### config.mk
export PLATFORM = sky130hd
export DESIGN_NAME = div_unit
export DESIGN_NICKNAME = d
export VERILOG_FILES = /design/src/rtl/div_unit.sv
export SDC_FILE = /design/constraint.sdc
export NUM_CORES = 1
export LEC_CHECK = 0
export CAP_MARGIN = 20
export CORE_ASPECT_RATIO = 1.4
export CORE_MARGIN = 3
export CORE_UTILIZATION = 39
export DETAILED_ROUTE_END_ITERATION = 7
export PLACE_DENSITY_LB_ADDON = 0.05
export SLEW_MARGIN = 25
export SYNTH_ARGS = -nofsm -noshare
export SYNTH_HDL_FRONTEND = slang
export SYNTH_SLANG_ARGS = --single-unit
### constraint.sdc
create_clock -name clk -period 3.3 [get_ports clk]
set_input_delay 0.495 -clock clk [delete_from_list [all_inputs] [get_ports clk]]
set_output_delay 0.495 -clock clk [all_outputs]
set_load 0.01 [all_outputs]
### src/rtl/div_unit.sv
// Iterative restoring divider for MIPS DIV/DIVU. It produces {remainder, quotient}
// after WIDTH cycles and requests an E-stage stall for the whole divide.
module div_unit #(
    parameter int WIDTH = 32
) (
    input  logic                 clk,
    input  logic                 rst,
    input  logic                 start,
    input  logic                 signed_div,
    input  logic [WIDTH-1:0]     a,
    input  logic [WIDTH-1:0]     b,
    input  logic                 annul,
    output logic                 stall_req,
    output logic                 valid,
    output logic [2*WIDTH-1:0]   result,
    output logic [1:0]           fsm_state
);

    localparam logic [1:0] IDLE = 2'd0;
    localparam logic [1:0] BUSY = 2'd1;
    localparam logic [1:0] DONE = 2'd2;

    localparam int CW = $clog2(WIDTH) + 1;
    localparam logic [CW-1:0] LAST = CW'(WIDTH - 1);

    logic [1:0]         state;
    logic [CW-1:0]      cnt;
    logic [WIDTH-1:0]   rem;
    logic [WIDTH-1:0]   quo;
    logic [WIDTH-1:0]   divisor;
    logic               neg_q;
    logic               neg_r;
    logic [2*WIDTH-1:0] res_q;

    logic               accept;
    logic               a_neg;
    logic               b_neg;
    logic               b_zero;
    logic [WIDTH-1:0]   a_mag;
    logic [WIDTH-1:0]   b_mag;
    logic [WIDTH:0]     shifted;
    logic [WIDTH+1:0]   diff;
    logic               ge;
    logic [WIDTH-1:0]   rem_nxt;
    logic [WIDTH-1:0]   quo_nxt;
    logic [WIDTH-1:0]   q_fix;
    logic [WIDTH-1:0]   r_fix;
    logic               done_now;

    // A zero divisor keeps the raw dividend and no sign flags, so the plain
    // restoring loop naturally yields {a, all ones}.
    always_comb begin
        accept  = (state == IDLE) && start && !annul;
        b_zero  = (b == '0);
        a_neg   = signed_div && a[WIDTH-1] && !b_zero;
        b_neg   = signed_div && b[WIDTH-1];
        a_mag   = a_neg ? (~a + 1'b1) : a;
        b_mag   = b_neg ? (~b + 1'b1) : b;
    end

    // The top bit of the wide subtract is the borrow, i.e. the compare result.
    always_comb begin
        shifted = {rem, quo[WIDTH-1]};
        diff    = {1'b0, shifted} - {2'b00, divisor};
        ge      = !diff[WIDTH+1];
        rem_nxt = ge ? diff[WIDTH-1:0] : shifted[WIDTH-1:0];
        quo_nxt = {quo[WIDTH-2:0], ge};
    end

    always_comb begin
        q_fix    = neg_q ? (~quo + 1'b1) : quo;
        r_fix    = neg_r ? (~rem + 1'b1) : rem;
        done_now = (state == DONE) && !annul;
    end

    assign stall_req = accept || (state == BUSY);
    assign valid     = done_now;
    assign result    = done_now ? {r_fix, q_fix} : res_q;
    assign fsm_state = state;

    always_ff @(posedge clk or negedge rst) begin
        if (!rst) begin
            state   <= IDLE;
            cnt     <= '0;
            rem     <= '0;
            quo     <= '0;
            divisor <= '0;
            neg_q   <= 1'b0;
            neg_r   <= 1'b0;
            res_q   <= '0;
        end else begin
            case (state)
                IDLE: begin
                    if (accept) begin
                        state   <= BUSY;
                        cnt     <= '0;
                        rem     <= '0;
                        quo     <= a_mag;
                        divisor <= b_mag;
                        neg_q   <= a_neg ^ b_neg;
                        neg_r   <= a_neg;
                    end
                end
                BUSY: begin
                    if (annul) begin
                        state <= IDLE;
                    end else begin
                        rem <= rem_nxt;
                        quo <= quo_nxt;
                        cnt <= cnt + 1'b1;
                        if (cnt == LAST) begin
                            state <= DONE;
                        end
                    end
                end
                DONE: begin
                    state <= IDLE;
                    if (!annul) begin
                        res_q <= {r_fix, q_fix};
                    end
                end
                default: state <= IDLE;
            endcase
        end
    end

endmodule

Word-level counts from Yosys, hierarchy flattened
Cells that the tools add are included.
Operators by class
  reduce and logical (&&, ||, !) cells: 17
  muxes and demuxes: 19
  add/subtract/negate cells: 6
  equal/unequal tests: 6
  bitwise operators: 6
Operator list (number)
  $mux 32: 9
  $add 32x1->32 const B: 4
  $not 32->32: 4
  $pmux 32 s2: 2
  $mux 64: 1
  $sub 33x32->34: 1
  $logic_not 32->1: 1
  $mux 6: 2
  $pmux 6 s2: 1
  $add 6x1->6 const B: 1
  $eq 6x5->1 const B: 1
  $logic_and 1x1->1: 6
  $mux 2: 3
  $reduce_and 2->1: 3
  $ne 2x2->1 const B: 2
  $pmux 2 s2: 1
  $logic_not 1->1: 3
  $ne 3x2->1 const B: 1
  $reduce_and 3->1: 1
  $eq 2x1->1 const B: 1
  $eq 2x2->1 const B: 1
  $logic_not 2->1: 1
  $reduce_bool 2->1: 1
  $logic_or 1x1->1: 1
  2 further kinds: 2
Word-level totals
  input bits: 69
  output and inout bits: 68
  logic and storage cells: 62
  register bits: 170

Longest topological paths before layout
Gate-level depths: netlist (run 1).
  depth after elaboration: 6
  mapped depth: 13
  mapped depth without buffers: 12

Worst setup path before layout (run 1)
Ideal clock, no wire load.
  path kind: reg-to-output
  start: register rem[9]
  end: output port result[62]
  cell stages (with the launch flop): 9
  data arrival time: 2657 ps
  path buffers: 1
  required time: 2805 ps
  slack: 148 ps
  cells stage by stage: dfrtp_1 or4_1 or3_1 or2_2 clkbuf_1 o31ai_1 a21boi_0 xor2_1 o21ai_0
Between the ends
  cells in the longest elaborated chain, start to end: 4
Ends and longest elaborated chain
  start, declared: RTL line 28  | logic [WIDTH-1:0] rem;
  start signal, assigned: RTL line 108  | rem <= rem_nxt;
  $not 32->32: RTL line 72  | r_fix = neg_r ? (~rem + 1'b1) : rem;
  $add 32x1->32: RTL line 72
  $mux 32: RTL line 72
  $mux 64: RTL line 78  | assign result = done_now ? {r_fix, q_fix} : res_q;
  end, declared: RTL line 15  | output logic [2*WIDTH-1:0] result,
No other way between the ends.

Worst setup path in the final report (run 1)
  start: register rem[18]
  end: output port result[61]
Same word-level chain as after synthesis.

==> reports/qor.yml, run 1 <==
worst_setup_path:
  max_stage_delay_ns: 0.54
  start_kind: "register"
  slowest_stage: "or4_4"
  cp_max_fo: 4
  crit_arrival_ns: 3.14
  cp.required_ns: 2.80
  ff2ff_path_depth: 12
  reg2reg_from: "quo[31]"
  end_kind: "primary output"
  crit_type: "register to primary output"
  cp-startpoint: "rem[18]"
  crit_chain: "or4_4 -> or3_4 -> or3_4 -> or4_4 -> a21oi_2 -> xor2_1 -> o21ai_1 -> buf_2"
routing:
  antenna_left: 0
  vias_per_cell: 5.34
  drc_errors: 0
  drt-initial-drc-count: 429
  wl_per_cell_um: 17.9
  via_count: 10381
  first_pass_iters: 4
  routed_wirelength_um: 34900
synthesis:
  netlist_area_mm2: 0.0111
  synth.area.top_cells: "dfrtp_1, o21ai_0, xor2_1"
  synth_top_cell_area_share_pct: 38.4
  synth_most_common_cell: "o21ai_0"
  synthesis.instances: 1308
  ys_async_sr_fraction_pct: 100
  postSynthAreaPerCell_um2: 8.47
  syn-num-nets: 1415
  synth_edf_count: 0
  synth.distinct_cells: 60
  ys_seq_elements: 170
  ys_warn_count: 0
  ys_seq_area_share_pct: 38.4
  synthTopCellsByCount: "o21ai_0, nand2_1, dfrtp_1"
  synthFlopType: "dfrtp_1"
  yosysTopAreaCell: "dfrtp_1"
global_routing:
  grt_pass1_wl_um: 54600
  grt_pass1_vias: 10597
  grt_antenna_before_repair: 0
  grt_util_all_layers_pct: 22.7
  grt_max_degree: 76
  overflow: 0
clock_tree:
  clock_latency_ns: 0.44
  clk_pin_slew_worst_paths_ns: 0.07
  clock_sinks: 170
  numCtsBuffers: 17
  cts_tree: "built"
  root_buffer: "clkbuf_16"
  htree_levels: 4
  cts_buffer_depth: 2
  holdBufCountCts: 0
pwr:
  leakage_uw: 0.00656
  p_total_uw: 7390
  peakVddDrop_v: 0.000320
  power_density_mw_per_mm2: 495
die:
  coreArea_mm2: 0.0278
  initial_core_util_pct: 39.8
  ios: 137
  die_h_um: 205
  dieArea_mm2: 0.0305
  die_x_um: 148
  fp-row-count: 72
sta:
  hold_viol: 0
  fin_ws_ns: -0.339
  slew-limit-headroom_pct: 44.3
  rsz0062_at_grt: "true"
  final_max_slew_viol_count: 0
  fin_skew_ns: 0.0100
  finalSetupViolCount: 14
  worstMarginPinSlew_ns: 0.836
  fmax_ghz: 0.275
  whs_ns: 0.0517
  post-route-period-util_pct: 110
  fin_crit_ns: 3.64
layout:
  fillerInstances: 2644
  syn_to_final_growth_pct: 34.8
  drive_above_1_share_pct: 19.7
  diodes: 0
  final_nets: 1668
  fin_cells: 1944
place:
  pre_cts_ws_ns: -0.367
  dp_hpwl_um: 26200
  portBuffers: 136
  gp_congestion: 0.867
  dp_cells: 1894
outcome:
  violations: "setup timing"
  status: "finished, violations left"
worst_hold_path:
  hold_path.class: "input pin to asynchronous set/reset pin"
run:
  maxCapViolations: 0
final timing paths:
check                                   end  slack [ns]
worst max register to register      rem[18]        0.14
min in group clk                  res_q[55]        0.48
worst min register to register    res_q[55]        0.48
worst min-delay path             divisor[5]        0.05
max in group asynchronous       divisor[20]        2.30
worst max-delay path             result[61]       -0.34
cells in the final DEF, fill, tap and decap left out, types with 6 or more instances in the layout:
master / count
o21bai_1: 6
nand3b_1: 8
a211oi_1: 10
nor4_1: 6
dfrtp_1: 168
nand3_1: 13
nor2_1: 53
and3_1: 6
dlygate4sd2_1: 9
nor3_1: 13
buf_12: 7
a21oi_1: 74
mux2i_1: 21
o31ai_1: 23
or3_4: 8
xnor2_1: 47
or4_1: 16
nand2_1: 182
ha_1: 36
or4_4: 8
o21ai_0: 154
clkdlybuf4s50_1: 96
o41ai_1: 8
o21ai_1: 38
buf_4: 148
a21o_1: 21
or3_1: 32
o21ai_2: 9
a32oi_1: 13
buf_6: 9
xor2_1: 93
buf_2: 18
clkbuf_16: 17
nand2b_1: 13
a21oi_2: 7
inv_1: 52
clkbuf_2: 9
worst max-delay path, delay by kind of cell, from the launching register on:
family	cells	cell delay, ns
xor gates and xnor gates	1	0.08
DFF	1	0.38
buffers and inverters	1	0.16
and+or+nand+nor	4	1.74
AOI/OAI and AO/OA	2	0.34
stage by stage:
step	cell area, um^2	setup TNS, ns	util [%]
after global placement	13900	-5.21	49.8
after detailed placement	13900	-5.68	49.8
after global routing	14900	-4.31	53.7
after floorplan	11100	0	-
after CTS	14700	-3.00	52.9
final	14900	-2.49	53.7
flip-flops by register name (all words and copies together), names as in the netlist:
name and cells:
res_q 64, quo 32, cnt 6, divisor 32
neg_r 1, fsm_state 2, rem 32, neg_q 1
power by group:
part	internal (uW)	switching (uW)	total [uW]
clock	1250	928	2180
combinational	1230	1450	2670
sequential	2310	225	2540
cells by family after synthesis:
logic type      share of synthesized area (%)
simple gates                             17.4
buf+inv                                  4.01
mux                                      1.90
xor+xnor                                 11.4
compound gates                           22.6
fa+ha+maj                                4.36
flops                                    38.4
final cells by class:
class	count	area, um^2	share of cell area (%)
timing repair buffer	299	2560	17.1
clock inverter	13	180	1.21
multi-input combinational	1021	6830	45.7
clock buffer	19	453	3.03
inverter	52	195	1.31
sequential	170	4260	28.5
tap	370	463	3.10
metal layers:
metal | up-vias | routed length, um | global-route usage [%]
met1 | 4999 | 13300 | 24.2
li1 | 5166 | - | -
met2 | 172 | 20000 | 45.3
met3 | 44 | 790 | 2.91
met4 | 0 | 787 | 7.56
met5 | - | 0 | 0
repair_timing:
action,in CTS,in global routing
resized for setup,178,70
pin swaps,32,32
buffers inserted,10,11
endpoints found under the setup margin,42,48
(Power assumes the default switching activity.)
==> run 2: changes to the inputs <==
--- a/config.mk
+++ b/config.mk
@@ -5,10 +5,9 @@
 export SDC_FILE = /design/constraint.sdc
 export NUM_CORES = 1
 export LEC_CHECK = 0
-export CAP_MARGIN = 20
 export CORE_ASPECT_RATIO = 1.4
 export CORE_MARGIN = 3
-export CORE_UTILIZATION = 39
+export CORE_UTILIZATION = 31
 export DETAILED_ROUTE_END_ITERATION = 7
 export PLACE_DENSITY_LB_ADDON = 0.05
 export SLEW_MARGIN = 25
==> run 2 against run 1 <==
  * The run still ends with setup timing left
  * Sequential power barely moved
  * Worst setup slack lost 0.0072 ns
  * Clock power down 7%
  * Critical path depth did not move
  * Register-to-register slack better by 0.06 ns
  * Clock skew up 0.0054 ns
  * Via count grew 0.25%
  * First-iteration DRC count up 9.6%
  * Non-clock buffer count up 11
  * Die area increased by 25%
  * Critical path type unchanged
  * Final area is 0.96% higher
  * Sequential share of layout area shrank 0.28 points
==> reports/qor.yml, run 2 (synthesis gave the netlist of run 1 again) <==
outcome:
  status: "finished, violations left"
  violations: "setup timing"
global_routing:
  grt_pass1_wl_um: 57800
  overflow: 0
  grt_util_all_layers_pct: 19.1
  grt_antenna_before_repair: 0
  grt_pass1_vias: 10781
  grt_max_degree: 75
layout:
  largest_reg_flops: 64
  final_cell_area_mm2: 0.0151
  diodes: 0
  mostFrequentLayoutCells: "nand2_1, dfrtp_1, buf_4"
  final_nets: 1679
  largest_register: "res_q"
  syn_to_final_growth_pct: 36.1
  layout_commonest_cell: "nand2_1"
  drive_above_1_share_pct: 20.2
sta:
  finalSetupViolCount: 14
  whs_ns: 0.0285
  post-route-period-util_pct: 110
  tns_ns: -2.32
  hold_viol: 0
  final_max_slew_viol_count: 0
  fin_ws_ns: -0.346
  rsz0062_at_grt: "true"
  worstMarginPinSlew_ns: 0.795
  slew-limit-headroom_pct: 47.0
  fin_crit_ns: 3.65
  fin_skew_ns: 0.0154
  fmax_ghz: 0.274
routing:
  routed_wirelength_um: 36400
  drt-initial-drc-count: 470
  first_pass_iters: 5
  antenna_left: 0
  wl_per_cell_um: 17.9
  drc_errors: 0
  vias_per_cell: 5.10
  via_count: 10407
die:
  die_x_um: 166
  die_h_um: 230
  ios: 137
  fp-row-count: 81
  initial_core_util_pct: 31.6
  dieArea_mm2: 0.0381
  coreArea_mm2: 0.0351
pwr:
  p_int_uw: 4700
  p_switching_uw: 2600
  power_density_mw_per_mm2: 484
  swShare_pct: 35.6
  peakVddDrop_v: 0.000290
  pwr-share-clk_pct: 27.7
  seqPwrFrac_pct: 34.7
  power_frac_comb_pct: 37.6
  leakage_uw: 0.00663
  p_total_uw: 7290
worst_setup_path:
  cp_max_fo: 5
  start_kind: "register"
  crit_chain: "or4_4 -> or3_4 -> or3_4 -> or4_4 -> a21oi_2 -> xor2_1 -> o21ai_2 -> buf_2"
  slowest_stage: "or4_4"
  crit_arrival_ns: 3.15
  end_kind: "primary output"
  crit_type: "register to primary output"
  cp.required_ns: 2.80
  max_stage_delay_ns: 0.54
place:
  dp_hpwl_um: 28100
  portBuffers: 136
  pre_cts_ws_ns: -0.403
  placed_area_mm2: 0.0140
  gp_congestion: 0.868
worst_hold_path:
  hold_path.class: "input pin to asynchronous set/reset pin"
clock_tree:
  cts_buffer_depth: 2
  clock_sinks: 170
  numCtsBuffers: 17
  cts_tree: "built"
  root_buffer: "clkbuf_16"
  htree_levels: 4
  clk_pin_slew_worst_paths_ns: 0.06
  clock_latency_ns: 0.45
run:
  maxCapViolations: 0
## run 2: cell types whose count changed in the layout (fill, tap and decap cells not counted), sizes merged
cell and change:
clkbuf -6, bufinv -1, clkdlybuf4s15 +2, buf +13, dlymetal6s2s +3, clkinvlp +1, inv -3, clkdlybuf4s50 -3
clkinv +3
## run 2: power groups by stage
| stage | sequential (uW) | clock (uW) | combinational (uW) |
|---|---|---|---|
| floorplan | 2530 | 0 | 1380 |
| global placement | 2550 | 0 | 2450 |
| detailed placement | 2550 | 0 | 2450 |
| CTS | 2530 | 2090 | 2660 |
| global route | 2570 | 2170 | 3040 |
| finish | 2530 | 2020 | 2740 |
## run 2: area by class of cell
type	count	area, um^2
clock buffer	17	425
clock inverter	13	148
fill	3630	20000
inverter	52	195
multi-input combinational	1021	6850
sequential	170	4260
tap	456	571
timing repair buffer	310	2640
## run 2: worst paths after layout
path                            cells after the start  startpoint         end  slack [ns]
worst min-delay path                                1         rst  divisor[4]        0.03
worst max-delay path                                8     rem[18]  result[61]       -0.35
max in group asynchronous                           2         rst    res_q[3]        2.39
min in group clk                                    2   res_q[62]   res_q[62]        0.47
worst min register to register                      2   res_q[62]   res_q[62]        0.47
worst max register to register                     11      rem[9]      rem[1]        0.20
## run 2: what timing repair did
action / in CTS / in global routing
cloned: 0 / 0
endpoints found under the hold margin: 0 / 0
hold buffers: 0 / 0
setup endpoints to repair: 42 / 45
resized for setup: 194 / 66
pin swaps: 29 / 35
setup buffers: 10 / 10
## run 2: worst max-delay path, delay by kind of cell (launching register included)
family,cells,cell delay (ns)
AND/OR/NAND/NOR,4,1.74
AO/OA/AOI/OAI,2,0.24
flip-flops,1,0.38
XOR/XNOR,1,0.20
buffers and inverters,1,0.14
## run 2: stage by stage
step | std cells | util, %
after floorplan | 1308 | -
after global placement | 1990 | 40.0
after detailed placement | 1990 | 40.0
after CTS | 2030 | 42.4
after global routing | 2039 | 43.0
final | 2039 | 43.0
## run 2: layer usage
layer,up-vias,track usage (%),wire (um)
met2,167,37.7,20600
met5,-,0,0
li1,5184,-,-
met3,57,2.92,896
met1,4999,20.2,13800
met4,0,7.05,1100
